## src/rtl/intr_pkg.sv

```systemverilog
// ============================================================================
//  Module      : intr_pkg
//  Description : Shared types and constants for the multi-source interrupt
//                controller.
//  Revision    : 1.0 - initial release
// ============================================================================
`default_nettype none

package intr_pkg;

    // Widest priority a build may select; narrower PRIO_W zero-extends.
    localparam int PRIO_MAX_W = 16;

    // Handlers are halfword aligned, so bit 0 of every stored vector is zero.
    localparam logic [31:0] VEC_ALIGN_MASK = 32'hFFFF_FFFE;

    typedef enum logic [1:0] {
        INTR_IDLE    = 2'd0,
        INTR_REQ     = 2'd1,
        INTR_SERVICE = 2'd2
    } intr_state_t;

    typedef struct packed {
        logic                  en;
        logic [PRIO_MAX_W-1:0] prio;
        logic [31:0]           vector;
    } intr_cfg_t;

endpackage

`default_nettype wire

```

## src/rtl/intr_arbiter.sv

```systemverilog
// ============================================================================
//  Module      : intr_arbiter
//  Description : Combinational priority arbiter; highest priority wins,
//                ties resolved towards the lowest channel index.
//  Revision    : 1.0 - initial release
// ============================================================================
`default_nettype none

module intr_arbiter #(
    parameter  int NUM_SRC = 8,
    parameter  int PRIO_W  = 3,
    localparam int ID_W    = (NUM_SRC > 1) ? $clog2(NUM_SRC) : 1
) (
    input  logic [NUM_SRC-1:0]             req,
    input  logic [NUM_SRC-1:0][PRIO_W-1:0] prio,
    output logic                           valid,
    output logic [ID_W-1:0]                win_id
);

    logic [PRIO_W-1:0] best_prio;
    logic [ID_W-1:0]   best_id;
    logic              found;

    // Strict greater-than keeps the earliest index on equal priority.
    always_comb begin
        best_prio = '0;
        best_id   = '0;
        found     = 1'b0;
        for (int i = 0; i < NUM_SRC; i++) begin
            if (req[i] && (!found || (prio[i] > best_prio))) begin
                found     = 1'b1;
                best_prio = prio[i];
                best_id   = ID_W'(i);
            end
        end
    end

    assign valid  = found;
    assign win_id = best_id;

endmodule

`default_nettype wire

```

## src/rtl/intr_ctrl.sv

```systemverilog
// ============================================================================
//  Module      : intr_ctrl
//  Description : Multi-source interrupt controller feeding a single-request
//                cpu interrupt port; one request in flight, no nesting.
//  Revision    : 1.0 - initial release
// ============================================================================
`default_nettype none

module intr_ctrl
    import intr_pkg::*;
#(
    parameter  int                 NUM_SRC     = 8,
    parameter  int                 PRIO_W      = 3,
    parameter  logic [NUM_SRC-1:0] EDGE_MASK   = '0,
    parameter  int                 SYNC_STAGES = 2,
    localparam int                 ID_W        = (NUM_SRC > 1) ? $clog2(NUM_SRC) : 1
) (
    input  logic               clk,
    input  logic               rst_n,
    input  logic [NUM_SRC-1:0] irq_src,
    input  logic               cfg_we,
    input  logic [ID_W-1:0]    cfg_sel,
    input  logic               cfg_en,
    input  logic [PRIO_W-1:0]  cfg_prio,
    input  logic [31:0]        cfg_vector,
    output logic               signal_interrupt,
    output logic [31:0]        interrupt_PC,
    input  logic               int_accepted,
    input  logic               interrupt_serviced,
    output logic [ID_W-1:0]    active_id,
    output logic               in_service,
    output logic [NUM_SRC-1:0] pending
);

    localparam logic [ID_W:0] SEL_LIMIT = (ID_W + 1)'(NUM_SRC);

    logic [SYNC_STAGES-1:0][NUM_SRC-1:0] sync_q;
    logic [NUM_SRC-1:0]                  pending_q;
    logic [NUM_SRC-1:0]                  pending_d;
    logic [NUM_SRC-1:0]                  elig;
    logic [NUM_SRC-1:0][PRIO_W-1:0]      prio_vec;
    intr_cfg_t                           cfg_q [NUM_SRC];
    intr_cfg_t                           cfg_new;

    intr_state_t     state_q, state_d;
    logic            sig_q, sig_d;
    logic            svc_q, svc_d;
    logic [31:0]     pc_q, pc_d;
    logic [ID_W-1:0] id_q, id_d;
    logic            arb_valid;
    logic [ID_W-1:0] arb_id;
    logic            accept;

    assign accept = (state_q == INTR_REQ) && int_accepted;

    always_ff @(posedge clk or negedge rst_n) begin
        if (!rst_n) begin
            sync_q    <= '0;
            pending_q <= '0;
        end else begin
            sync_q    <= {sync_q[SYNC_STAGES-2:0], irq_src};
            pending_q <= pending_d;
        end
    end

    for (genvar i = 0; i < NUM_SRC; i++) begin : g_chan
        if (EDGE_MASK[i]) begin : g_edge
            logic lvl_q, prev_q;
            logic clr;

            always_ff @(posedge clk or negedge rst_n) begin
                if (!rst_n) begin
                    lvl_q  <= 1'b0;
                    prev_q <= 1'b0;
                end else begin
                    lvl_q  <= sync_q[SYNC_STAGES-1][i];
                    prev_q <= lvl_q;
                end
            end

            // A fresh edge in the accept cycle survives the clear.
            assign clr          = accept && (id_q == ID_W'(i));
            assign pending_d[i] = (lvl_q & ~prev_q) | (pending_q[i] & ~clr);
        end else begin : g_level
            assign pending_d[i] = sync_q[SYNC_STAGES-1][i];
        end

        assign elig[i]     = pending_q[i] & cfg_q[i].en & (cfg_q[i].prio != '0);
        assign prio_vec[i] = cfg_q[i].prio[PRIO_W-1:0];
    end

    always_comb begin
        cfg_new                  = '0;
        cfg_new.en               = cfg_en;
        cfg_new.prio[PRIO_W-1:0] = cfg_prio;
        cfg_new.vector           = cfg_vector & VEC_ALIGN_MASK;
    end

    always_ff @(posedge clk or negedge rst_n) begin
        if (!rst_n) begin
            for (int i = 0; i < NUM_SRC; i++) begin
                cfg_q[i] <= '0;
            end
        end else if (cfg_we && ({1'b0, cfg_sel} < SEL_LIMIT)) begin
            cfg_q[cfg_sel] <= cfg_new;
        end
    end

    intr_arbiter #(
        .NUM_SRC (NUM_SRC),
        .PRIO_W  (PRIO_W)
    ) u_arb (
        .req    (elig),
        .prio   (prio_vec),
        .valid  (arb_valid),
        .win_id (arb_id)
    );

    always_ff @(posedge clk or negedge rst_n) begin
        if (!rst_n) begin
            state_q <= INTR_IDLE;
            sig_q   <= 1'b0;
            svc_q   <= 1'b0;
            pc_q    <= '0;
            id_q    <= '0;
        end else begin
            state_q <= state_d;
            sig_q   <= sig_d;
            svc_q   <= svc_d;
            pc_q    <= pc_d;
            id_q    <= id_d;
        end
    end

    // Request outputs are only loaded from IDLE, which freezes them through REQ.
    always_comb begin
        state_d = state_q;
        sig_d   = sig_q;
        svc_d   = svc_q;
        pc_d    = pc_q;
        id_d    = id_q;
        case (state_q)
            INTR_IDLE: begin
                if (arb_valid) begin
                    state_d = INTR_REQ;
                    sig_d   = 1'b1;
                    id_d    = arb_id;
                    pc_d    = cfg_q[arb_id].vector;
                end
            end
            INTR_REQ: begin
                if (int_accepted) begin
                    state_d = INTR_SERVICE;
                    sig_d   = 1'b0;
                    svc_d   = 1'b1;
                end
            end
            INTR_SERVICE: begin
                if (interrupt_serviced) begin
                    state_d = INTR_IDLE;
                    svc_d   = 1'b0;
                end
            end
            default: begin
                state_d = INTR_IDLE;
            end
        endcase
    end

    assign signal_interrupt = sig_q;
    assign interrupt_PC     = pc_q;
    assign active_id        = id_q;
    assign in_service       = svc_q;
    assign pending          = pending_q;

endmodule

`default_nettype wire
```

## config.mk

```make
export PLATFORM = sky130hd
export DESIGN_NAME = intr_ctrl
export DESIGN_NICKNAME = d
export VERILOG_FILES = /design/src/rtl/intr_pkg.sv /design/src/rtl/intr_arbiter.sv /design/src/rtl/intr_ctrl.sv
export SDC_FILE = /design/constraint.sdc
export NUM_CORES = 1
export LEC_CHECK = 0
export ABC_CLOCK_PERIOD_IN_PS = 10220
export BUFFER_PORTS_ARGS = -buffer_cell sky130_fd_sc_hd__buf_2
export CORE_MARGIN = 1.5
export CORE_UTILIZATION = 55
export CTS_CLUSTER_DIAMETER = 40
export DETAILED_ROUTE_END_ITERATION = 8
export PLACE_DENSITY = 0.76
export SLEW_MARGIN = 30
export SYNTH_ARGS = -nofsm -noshare
export SYNTH_HDL_FRONTEND = slang
export SYNTH_HIERARCHICAL = 1
export SYNTH_SLANG_ARGS = --single-unit
```

## constraint.sdc

```tcl
create_clock -name clk -period 10.22 [get_ports clk]
set_input_delay 1.022 -clock clk [delete_from_list [all_inputs] [get_ports clk]]
set_output_delay 1.022 -clock clk [all_outputs]
set_load 0.05 [all_outputs]
```

# Word level (Yosys, flattened, before mapping)
# Cells that the tools add are included.
op_classes:
  n_lt_le_gt_ge: 10
  n_eq_ne: 5
  n_mux: 38
  bitwise_logic: 18
  n_reduce_logical: 37
op_table:
  columns: ["operator", "n"]
  rows:
  - ["392-bit bitwise mux", 1]
  - ["49-bit binary-select mux with 3-bit select", 1]
  - ["49-bit demux with 3-bit select", 1]
  - ["16-bit nonzero test", 8]
  - ["32-bit 2-to-1 mux", 2]
  - ["49-bit 2-to-1 mux", 1]
  - ["3-bit 2-to-1 mux", 11]
  - ["3-bit greater-than comparator", 7]
  - ["1-bit AND", 16]
  - ["1-bit 2-to-1 mux", 13]
  - ["2-bit 2-to-1 mux", 5]
  - ["3-bit AND reduction", 3]
  - ["4-bit >= comparator, second input constant", 2]
  - ["1-bit logical AND", 8]
  - ["3-bit NOT with 4-bit output", 2]
  - ["1-bit logical NOT", 7]
  - ["1-bit logical OR", 7]
  - ["2-bit inequality test, second input constant", 3]
  - ["2-bit one-hot mux with 3 select lines", 1]
  - ["4-bit by 1-bit < comparator with 1-bit output, second input constant", 1]
  - ["1-bit one-hot mux with 2 select lines", 2]
  - ["2-bit nonzero test", 2]
  - ["2-bit by 1-bit == test with 1-bit output, second input constant", 1]
  - ["2-bit == test, second input constant", 1]
  - ["2 further kinds", 2]
word_totals:
  regBits: 455
  input_bits: 52
  output_inout_bits: 45
  elab_cells: 140

# Longest topological paths before layout
# Gate-level depths: netlist (run 1).
logic_depth:
  depth_word: 35
  depth_mapped: 54
  depth_no_buf: 48

# Modules after synthesis
# Netlist (run 1), hierarchy kept.
by_module_without_submodules:
  columns: ["mod", "n_inst", "cells_per_inst", "area_per_inst_um2", "seq_area_each_um2"]
  rows:
  - ["intr_ctrl", 1, 973, 14575.2, 8558.2]
  - ["intr_arbiter", 1, 138, 997.2, 0.0]

# Worst setup path after synthesis (run 1)
# No wires, ideal clock.
synth_path:
  path_type: "reg2reg"
  startpoint: "register pending_q[0], in the netlist pending[0]"
  endpoint: "register pc_q[30], in the netlist interrupt_PC[30]"
  setup_ns: 0.132
  t_arrival_ns: 9.660
  required_ns: 10.088
  setup_slack_ns: 0.428
  stages_incl_launch_ff: 53
  path_buffers: 6
  period_less_slack_ns: 9.792
  cell_sequence: "dfrtp_1 -> o311a_1 -> buf_6 -> nand2_1 -> ha_1 -> and3_1 -> a21o_1 -> a211oi_1 -> or2_2 -> ha_1 -> and3_1 -> a21oi_1 -> o21a_2 -> o31ai_1 -> ha_1 -> a21oi_1 -> a32oi_1 -> o21ai_0 -> [... 17 more ...] -> nor2b_1 -> o21ai_0 -> a32oi_1 -> o21ai_1 -> buf_2 -> nor3b_1 -> a211o_1 -> ha_1 -> a21o_1 -> a21oi_1 -> a31oi_1 -> o21ai_0 -> o211ai_1 -> buf_2 -> buf_4 -> buf_4 -> a2111oi_0 -> o41ai_1"
synth_between:
  elab_chain_cells: 35
  word_cells_on_any_way: 57
  cone_classes: "order compare: 7; mux: 25; bitwise: 3; reduce/logical: 22"
synth_lines:
  columns: ["item", "line_no", "source"]
  rows:
  - ["start, declared", "intr_ctrl.sv:38", "logic [NUM_SRC-1:0] pending_q;"]
  - ["start signal, assigned", "intr_ctrl.sv:62", "pending_q <= pending_d;"]
  - ["1-bit AND * (2 in series)", "intr_ctrl.sv:88", "assign elig[i] = pending_q[i] & cfg_q[i].en & (cfg_q[i].prio != '0);"]
  - ["named net elig[0]", "intr_ctrl.sv:40", "logic [NUM_SRC-1:0] elig;"]
  - ["3-bit 2-to-1 mux / 1-bit 2-to-1 mux (equally long branches)", "intr_arbiter.sv:30", "if (req[i] && (!found || (prio[i] > best_prio))) begin"]
  - ["3-bit greater-than comparator / 1-bit logical NOT (equally long branches)", "intr_arbiter.sv:30", null]
  - ["1-bit logical OR", "intr_arbiter.sv:30", null]
  - ["1-bit logical AND", "intr_arbiter.sv:30", null]
  - ["3-bit 2-to-1 mux / 1-bit 2-to-1 mux (equally long branches)", "intr_arbiter.sv:30", null]
  - ["3-bit greater-than comparator / 1-bit logical NOT (equally long branches)", "intr_arbiter.sv:30", null]
  - ["[... 19 more ...]", null, null]
  - ["3-bit greater-than comparator / 1-bit logical NOT (equally long branches)", "intr_arbiter.sv:30", null]
  - ["1-bit logical OR", "intr_arbiter.sv:30", null]
  - ["1-bit logical AND", "intr_arbiter.sv:30", null]
  - ["3-bit 2-to-1 mux *", "intr_arbiter.sv:30", null]
  - ["named net arb_id[1]", "intr_ctrl.sv:51", "logic [ID_W-1:0] arb_id;"]
  - ["3-bit NOT with 4-bit output (implied by the code) *", "intr_ctrl.sv:148", "pc_d = cfg_q[arb_id].vector;"]
  - ["49-bit binary-select mux with 3-bit select *", "intr_ctrl.sv:148", null]
  - ["32-bit 2-to-1 mux (implied by the code) * (2 in series)", "intr_ctrl.sv:148", null]
  - ["end signal, assigned", "intr_ctrl.sv:130", "pc_q <= pc_d;"]
  - ["end, declared", "intr_ctrl.sv:48", "logic [31:0] pc_q, pc_d;"]
# The timed path passes the listed nets; every way through them passes the cells marked *. The select of a mux whose other input is x is not followed.
# A chain may end at the register's enable or synchronous reset.

# Worst setup path after layout (run 1)
layout_path:
  startpoint: "register cfg_q[376] (netlist name)"
  endpoint: "register pc_q[30], in the netlist interrupt_PC[30]"
layout_between:
  elab_chain_cells: 35
  word_cells_on_any_way: 57
  cone_classes: "order compare: 7; mux: 25; bitwise: 2; reduce/logical: 23"
layout_lines:
  columns: ["item", "line_no", "source"]
  rows:
  - ["start, declared", "intr_ctrl.sv:42", "intr_cfg_t cfg_q [NUM_SRC];"]
  - ["start signal, assigned by index", "intr_ctrl.sv:105", "cfg_q[cfg_sel] <= cfg_new;"]
  - ["16-bit nonzero test *", "intr_ctrl.sv:88", null]
  - ["1-bit AND *", "intr_ctrl.sv:88", null]
  - ["named net elig[0]", "intr_ctrl.sv:40", null]
  - ["3-bit 2-to-1 mux / 1-bit 2-to-1 mux (equally long branches)", "intr_arbiter.sv:30", null]
  - ["3-bit greater-than comparator / 1-bit logical NOT (equally long branches)", "intr_arbiter.sv:30", null]
  - ["1-bit logical OR", "intr_arbiter.sv:30", null]
  - ["1-bit logical AND", "intr_arbiter.sv:30", null]
  - ["3-bit 2-to-1 mux / 1-bit 2-to-1 mux (equally long branches)", "intr_arbiter.sv:30", null]
  - ["[... 20 more ...]", null, null]
  - ["3-bit greater-than comparator / 1-bit logical NOT (equally long branches)", "intr_arbiter.sv:30", null]
  - ["1-bit logical OR", "intr_arbiter.sv:30", null]
  - ["1-bit logical AND", "intr_arbiter.sv:30", null]
  - ["3-bit 2-to-1 mux *", "intr_arbiter.sv:30", null]
  - ["named net arb_id[1]", "intr_ctrl.sv:51", null]
  - ["3-bit NOT with 4-bit output (implied by the code) *", "intr_ctrl.sv:148", null]
  - ["49-bit binary-select mux with 3-bit select *", "intr_ctrl.sv:148", null]
  - ["32-bit 2-to-1 mux (implied by the code) * (2 in series)", "intr_ctrl.sv:148", null]
# Marks and branches as above.

==> results of run 1 <==
[final cells by class]
class                   count  area (um2)
diodes                      3        7.51
clock buffers              59        1290
clock inverters            23         198
fillers                  1879        8760
inverters                  18        67.6
multi-input cells         686        7030
flip-flops and latches    342        8560
well taps                 378         473
repair buffers            180        1470
[cells by family (layout without fill, tap and decap cells)]
group                      after synthesis  count (layout)  synth area share [%]
AOI/OAI and AO/OA                      159             159                  7.76
adders and majority gates               21              21                  1.69
buffers and inverters                   83             280                  3.00
DFF                                    342             342                  55.0
muxes                                  408             408                  29.0
other                                    1               4                0.0241
and+or+nand+nor                         97              97                  3.57
[sequential cells by signal, summed over array words and instances, names as in the netlist]
register          count
active_id             3
cfg_q               280
in_service            1
interrupt_PC         31
pending               8
pending_d             8
signal_interrupt      1
state_q               2
sync_q                8
[synth_stat cells (all sizes together), types with 2 or more instances]
cell type | instances | area share, %
nor3b | 4 | 0.34
dfrtp | 342 | 55
a211oi | 4 | 0.22
o21a | 6 | 0.30
a21oi | 13 | 0.47
nand4 | 2 | 0.12
and2 | 2 | 0.080
o22ai | 31 | 1.2
o31ai | 34 | 1.7
nand4b | 3 | 0.29
nor2b | 8 | 0.32
nand2 | 44 | 1.1
and3 | 2 | 0.080
o311a | 8 | 0.51
a22o | 30 | 1.7
a211o | 2 | 0.11
a21boi | 2 | 0.096
o211ai | 4 | 0.19
a21o | 2 | 0.096
buf | 52 | 2.3
nor2 | 17 | 0.43
o21ai | 8 | 0.26
mux2 | 345 | 25
nand2b | 4 | 0.21
nand3b | 3 | 0.14
ha | 21 | 1.7
o311ai | 3 | 0.22
a32oi | 3 | 0.17
a31oi | 3 | 0.16
clkbuf | 13 | 0.31
mux2i | 63 | 4.0
nor3 | 4 | 0.23
inv | 18 | 0.43
[timing repair]
item / in CTS / in global routing
endpoints found under the hold margin: 0 / 0
resized for setup: 4 / 114
setup endpoints to repair: 32 / 34
gates cloned: 0 / 16
buffers inserted: 4 / 27
pin swaps: 3 / 36
[critical path: cells and delay by family, from the launching register on]
family / cells / cell delay (ns)
fa+ha+maj: 7 / 1.99
buf+inv: 9 / 1.25
compound gates: 29 / 5.00
simple gates: 8 / 0.97
mux: 2 / 0.44
flops: 1 / 0.38
[final timing paths]
| path | end | slack (ns) | depth (start not counted) |
|---|---|---|---|
| worst min-delay path | pending[1]$_DFF_PN0_ | 0.34 | 0 |
| max in group asynchronous | interrupt_PC[17]$_DFFE_PN0P_ | 8.01 | 3 |
| worst max register to register | interrupt_PC[30]$_DFFE_PN0P_ | 0.04 | 55 |
| min in group asynchronous | pending[1]$_DFF_PN0_ | 0.37 | 1 |
| worst min register to register | pending[1]$_DFF_PN0_ | 0.34 | 0 |
| worst max-delay path | interrupt_PC[30]$_DFFE_PN0P_ | 0.04 | 55 |
[power by group through the flow]
stage	combinational (mW)	sequential, mW	clock (mW)
2_1_floorplan	1.36	2.08	0
3_3_place_gp	2.05	1.87	0
3_5_place_dp	2.11	1.89	0
4_1_cts	2.14	1.87	1.55
5_1_grt	2.88	1.92	1.61
6_report	2.73	1.88	1.53
[per-layer routing]
| metal | track usage, % | up-vias |
|---|---|---|
| li1 | - | 4465 |
| met1 | 31.3 | 5271 |
| met2 | 39.4 | 250 |
| met3 | 3.91 | 89 |
| met4 | 8.16 | 4 |
| met5 | 0 | - |
==> flow_summary.toml, run 1 <==
[outcome]
outcome = "finished clean"

[grt]
grt_max_degree = 132
antenna_found_initial = 5
grtUsageTotal_pct = 23.6
grt_pass1_vias = 9956
grt_pass1_wl_um = 53900
grt-ovfl-total = 0

[floorplanning]
start_util_pct = 55.9
die-area_um2 = 29300
ios = 97
die_h_um = 171
core_area_um2 = 27900
num_rows = 61
die_width_um = 171

[clocking]
cts_tree = "built"
cts_htree_levels = 2
cts_hold_buf = 0
cts_buffers = 45
clk_latency_ns = 0.54
clk_path_buf_depth = 3
root_buffer = "clkbuf_16"
cts.sinks = 342
clkTransAtPathRegs_ns = 0.06

[layout]
layout_commonest_cell = "dfrtp_1"
area_growth_pct = 22.7
final_nets = 1346
drive_above_1_share_pct = 53.4
utilization_pct = 68.6
final_cells = 1689
fin_area_um2 = 19100
layout_common_cells = "dfrtp_1 (342), mux2_2 (338), buf_2 (93)"

[detailed_routing]
wl_per_cell_um = 22.5
drtIter0Drc = 595
drt-met1-wl_um = 16100
dr_wl_met3_um = 1680
highest_layer = "met5"
ant_nets = 0
wl_met2_um = 18800
drcViolationCount = 0
drt_pass1_iterations = 5
dr_total_vias = 10100
vias_per_cell = 5.97
routed_wl_um = 37900

[synth]
synth_edf_count = 0
ys_seq_area_share_pct = 55.0
syn_nets = 1184
syn_inst = 1111
ys_seq_elements = 342
syn-cell-area_um2 = 15600
synth_area_per_cell_um2 = 14.0
async_reset_ff_share_pct = 100
yosys.cell_types.count = 62
synthFlopType = "dfrtp_1"
yosys_warnings = 6

[timing]
finalHoldViolCount = 0
post-route-period-util_pct = 99.6
worst_pin_slew_ns = 0.866
drv_slew = 0
fmax_mhz = 98.2
max_slew_margin_pct = 42.2
layout_min_cycle_time_ns = 10.18
setup_viol = 0
finalClockSkew_ns = 0.0193
worst_hold_slack_ns = 0.344
setup_slack_ns = 0.0385
rsz0062_at_grt = "true"
tns_ns = 0

[setup_path]
arrival_ns = 10.60
critPathCaptureType = "flop"
crit_fanout = 8
cpPeakStageDelay_ns = 0.41
slowest_stage = "o311a_4"
cp-start-kind = "flop"
critPathLaunch = "cfg_q[376]$_DFFE_PN0P_"
crit_type = "reg2reg"
r2r_start = "cfg_q[376]$_DFFE_PN0P_"
crit_required_ns = 10.64

[placement]
dp_slack_ns = -0.365
portBuffers = 94
dp_cells = 1555
routabilityCongestion = 0.838
placed_cell_area_um2 = 16500
dpl.hpwl_um = 20700

[pwr]
clkPwrFrac_pct = 24.9
peakVddDrop_uv = 153
p_int_mw = 3.89
power.leakage_nw = 8.48
pwr_density_cell_nw_per_um2 = 322
comb_power_share_pct = 44.5
power.share.sequential_pct = 30.6
swShare_pct = 36.6
totalPowerFinal_mw = 6.14
p_sw_mw = 2.25

[run]
maxCapViolCount = 0

[hold_path]
hold_start = "pending_d[1]$_DFF_PN0_"
hold_class = "reg2reg"
No activity file was read; power rests on OpenSTA's default activity.
==> run 2, diff against run 1 <==
Settings changed: BUFFER_PORTS_ARGS -buffer_cell sky130_fd_sc_hd__buf_2 to -buffer_cell sky130_fd_sc_hd__buf_4, CORE_UTILIZATION 55 to 30, PLACE_DENSITY 0.76 to unset.
==> flow_summary.toml, run 2 (synthesis results as in run 1) <==
[setup_path]
critPathLaunch = "cfg_q[377]$_DFFE_PN0P_"
critPathCaptureType = "flop"
cp_top_family = "compound AO/OA/AOI/OAI gates"
cp-start-kind = "flop"
crit_fanout = 8
slowest_stage = "dfrtp_1"
path_buf_inv = 8
cpPeakStageDelay_ns = 0.40
r2r_start = "cfg_q[377]$_DFFE_PN0P_"
arrival_ns = 10.43
crit_required_ns = 10.72
crit_type = "reg2reg"

[pwr]
totalPowerFinal_mw = 6.55
swShare_pct = 34.2
pwr_density_cell_nw_per_um2 = 326
peakVddDrop_uv = 162
p_sw_mw = 2.24
comb_power_share_pct = 41.7
p_int_mw = 4.31
power.share.sequential_pct = 28.6
clkPwrFrac_pct = 29.8
power.leakage_nw = 8.75

[grt]
grt_pass1_wl_um = 58300
grtUsageTotal_pct = 14.0
grt_pass1_vias = 10100
antenna_found_initial = 3
grt_max_degree = 121
grt-ovfl-total = 0

[timing]
finalClockSkew_ns = 0.0280
finalHoldViolCount = 0
setup_slack_ns = 0.288
max_slew_margin_pct = 51.3
setup_viol = 0
drv_slew = 0
layout_min_cycle_time_ns = 9.93
post-route-period-util_pct = 97.2
fmax_mhz = 101
worst_pin_slew_ns = 0.731

[layout]
layout_common_cells = "dfrtp_1 (342), mux2_2 (340), buf_4 (136)"
final_nets = 1342
layout_commonest_cell = "dfrtp_1"
final_cells = 1992
largest_register_ffs = 280
top_register = "cfg_q"
nFillCells = 4836
drive_above_1_share_pct = 52.6
area_growth_pct = 29.0

[clocking]
cts_hold_buf = 0
root_buffer = "clkbuf_16"
clk_latency_ns = 0.59
cts_htree_levels = 2
clk_path_buf_depth = 3
cts_tree = "built"
cts_buffers = 54
cts.sinks = 342
clkTransAtPathRegs_ns = 0.05

[detailed_routing]
drcViolationCount = 0
wl_per_cell_um = 19.6
routed_wl_um = 39100
vias_per_cell = 4.89
drtIter0Drc = 382
drt_pass1_iterations = 4
ant_nets = 0
dr_total_vias = 9742

[floorplanning]
ios = 97
start_util_pct = 30.4
die_h_um = 231
die-area_um2 = 53300
core_area_um2 = 51300
num_rows = 83
die_width_um = 231

[outcome]
outcome = "finished clean"

[placement]
dp_slack_ns = -0.119
dp_cells = 1855
dpl.hpwl_um = 21800
routabilityCongestion = 0.816
portBuffers = 94

[run]
maxCapViolCount = 0

[hold_path]
hold_class = "in2async"
==> run 2: worst paths after layout <==
path	to	slack, ns	cells after the start
max	interrupt_PC[14]$_DFFE_PN0P_	0.29	54
min	pending_d[3]$_DFF_PN0_	0.34	1
max reg2reg	interrupt_PC[14]$_DFFE_PN0P_	0.29	54
min reg2reg	pending_d[5]$_DFF_PN0_	0.35	0
max in group asynchronous	cfg_q[166]$_DFFE_PN0P_	8.43	3
min in group clk	pending_d[5]$_DFF_PN0_	0.35	0
==> run 2: cell type report <==
cell class	instances	area [um2]	area share, %
repair buffers	167	1680	8.38
well taps	680	851	4.23
clock buffers	65	1460	7.28
inverters	18	67.6	0.336
diodes	1	2.50	0.0125
multi-input cells	686	6980	34.7
clock inverters	33	487	2.42
flip-flops and latches	342	8560	42.6
==> run 2: timing repair <==
action | 4_1_cts | 5_1_grt
buffers inserted | 0 | 26
gates cloned | 0 | 10
pin swaps | 0 | 40
resized for setup | 3 | 88
endpoints found under the setup margin | 31 | 32
endpoints found under the hold margin | 0 | 0
==> run 2: power groups by stage <==
| stage | clock network, mW | logic (mW) | registers, mW |
|---|---|---|---|
| 5_1_grt | 2.06 | 2.91 | 1.92 |
| 6_report | 1.95 | 2.73 | 1.87 |
| 4_1_cts | 2.00 | 2.27 | 1.87 |
| 3_3_place_gp | 0 | 2.24 | 1.87 |
| 3_5_place_dp | 0 | 2.26 | 1.89 |
| 2_1_floorplan | 0 | 1.36 | 2.08 |
==> run 2: metrics by stage <==
| step | setup TNS (ns) | utilization [%] | cell area (um2) | hold slack (ns) |
|---|---|---|---|---|
| 2_1_floorplan | 0 | - | 15600 | 0.331 |
| 3_3_place_gp | -1.21 | 33.4 | 17100 | 0.332 |
| 3_5_place_dp | -2.47 | 33.4 | 17100 | 0.335 |
| 4_1_cts | 0 | 37.2 | 19100 | 0.348 |
| 5_1_grt | -2.83 | 39.2 | 20100 | 0.352 |
| 6_report | 0 | 39.2 | 20100 | 0.343 |
==> run 2: routing by layer <==
layer  vias up  global-route usage (%)  part of all wire (%)
met5         -                       0                 0.059
met2       161                    22.7                    48
met1      5073                    18.4                    45
met3        69                    3.25                   4.2
li1       4435                       -                     -
met4         4                    4.21                   2.3
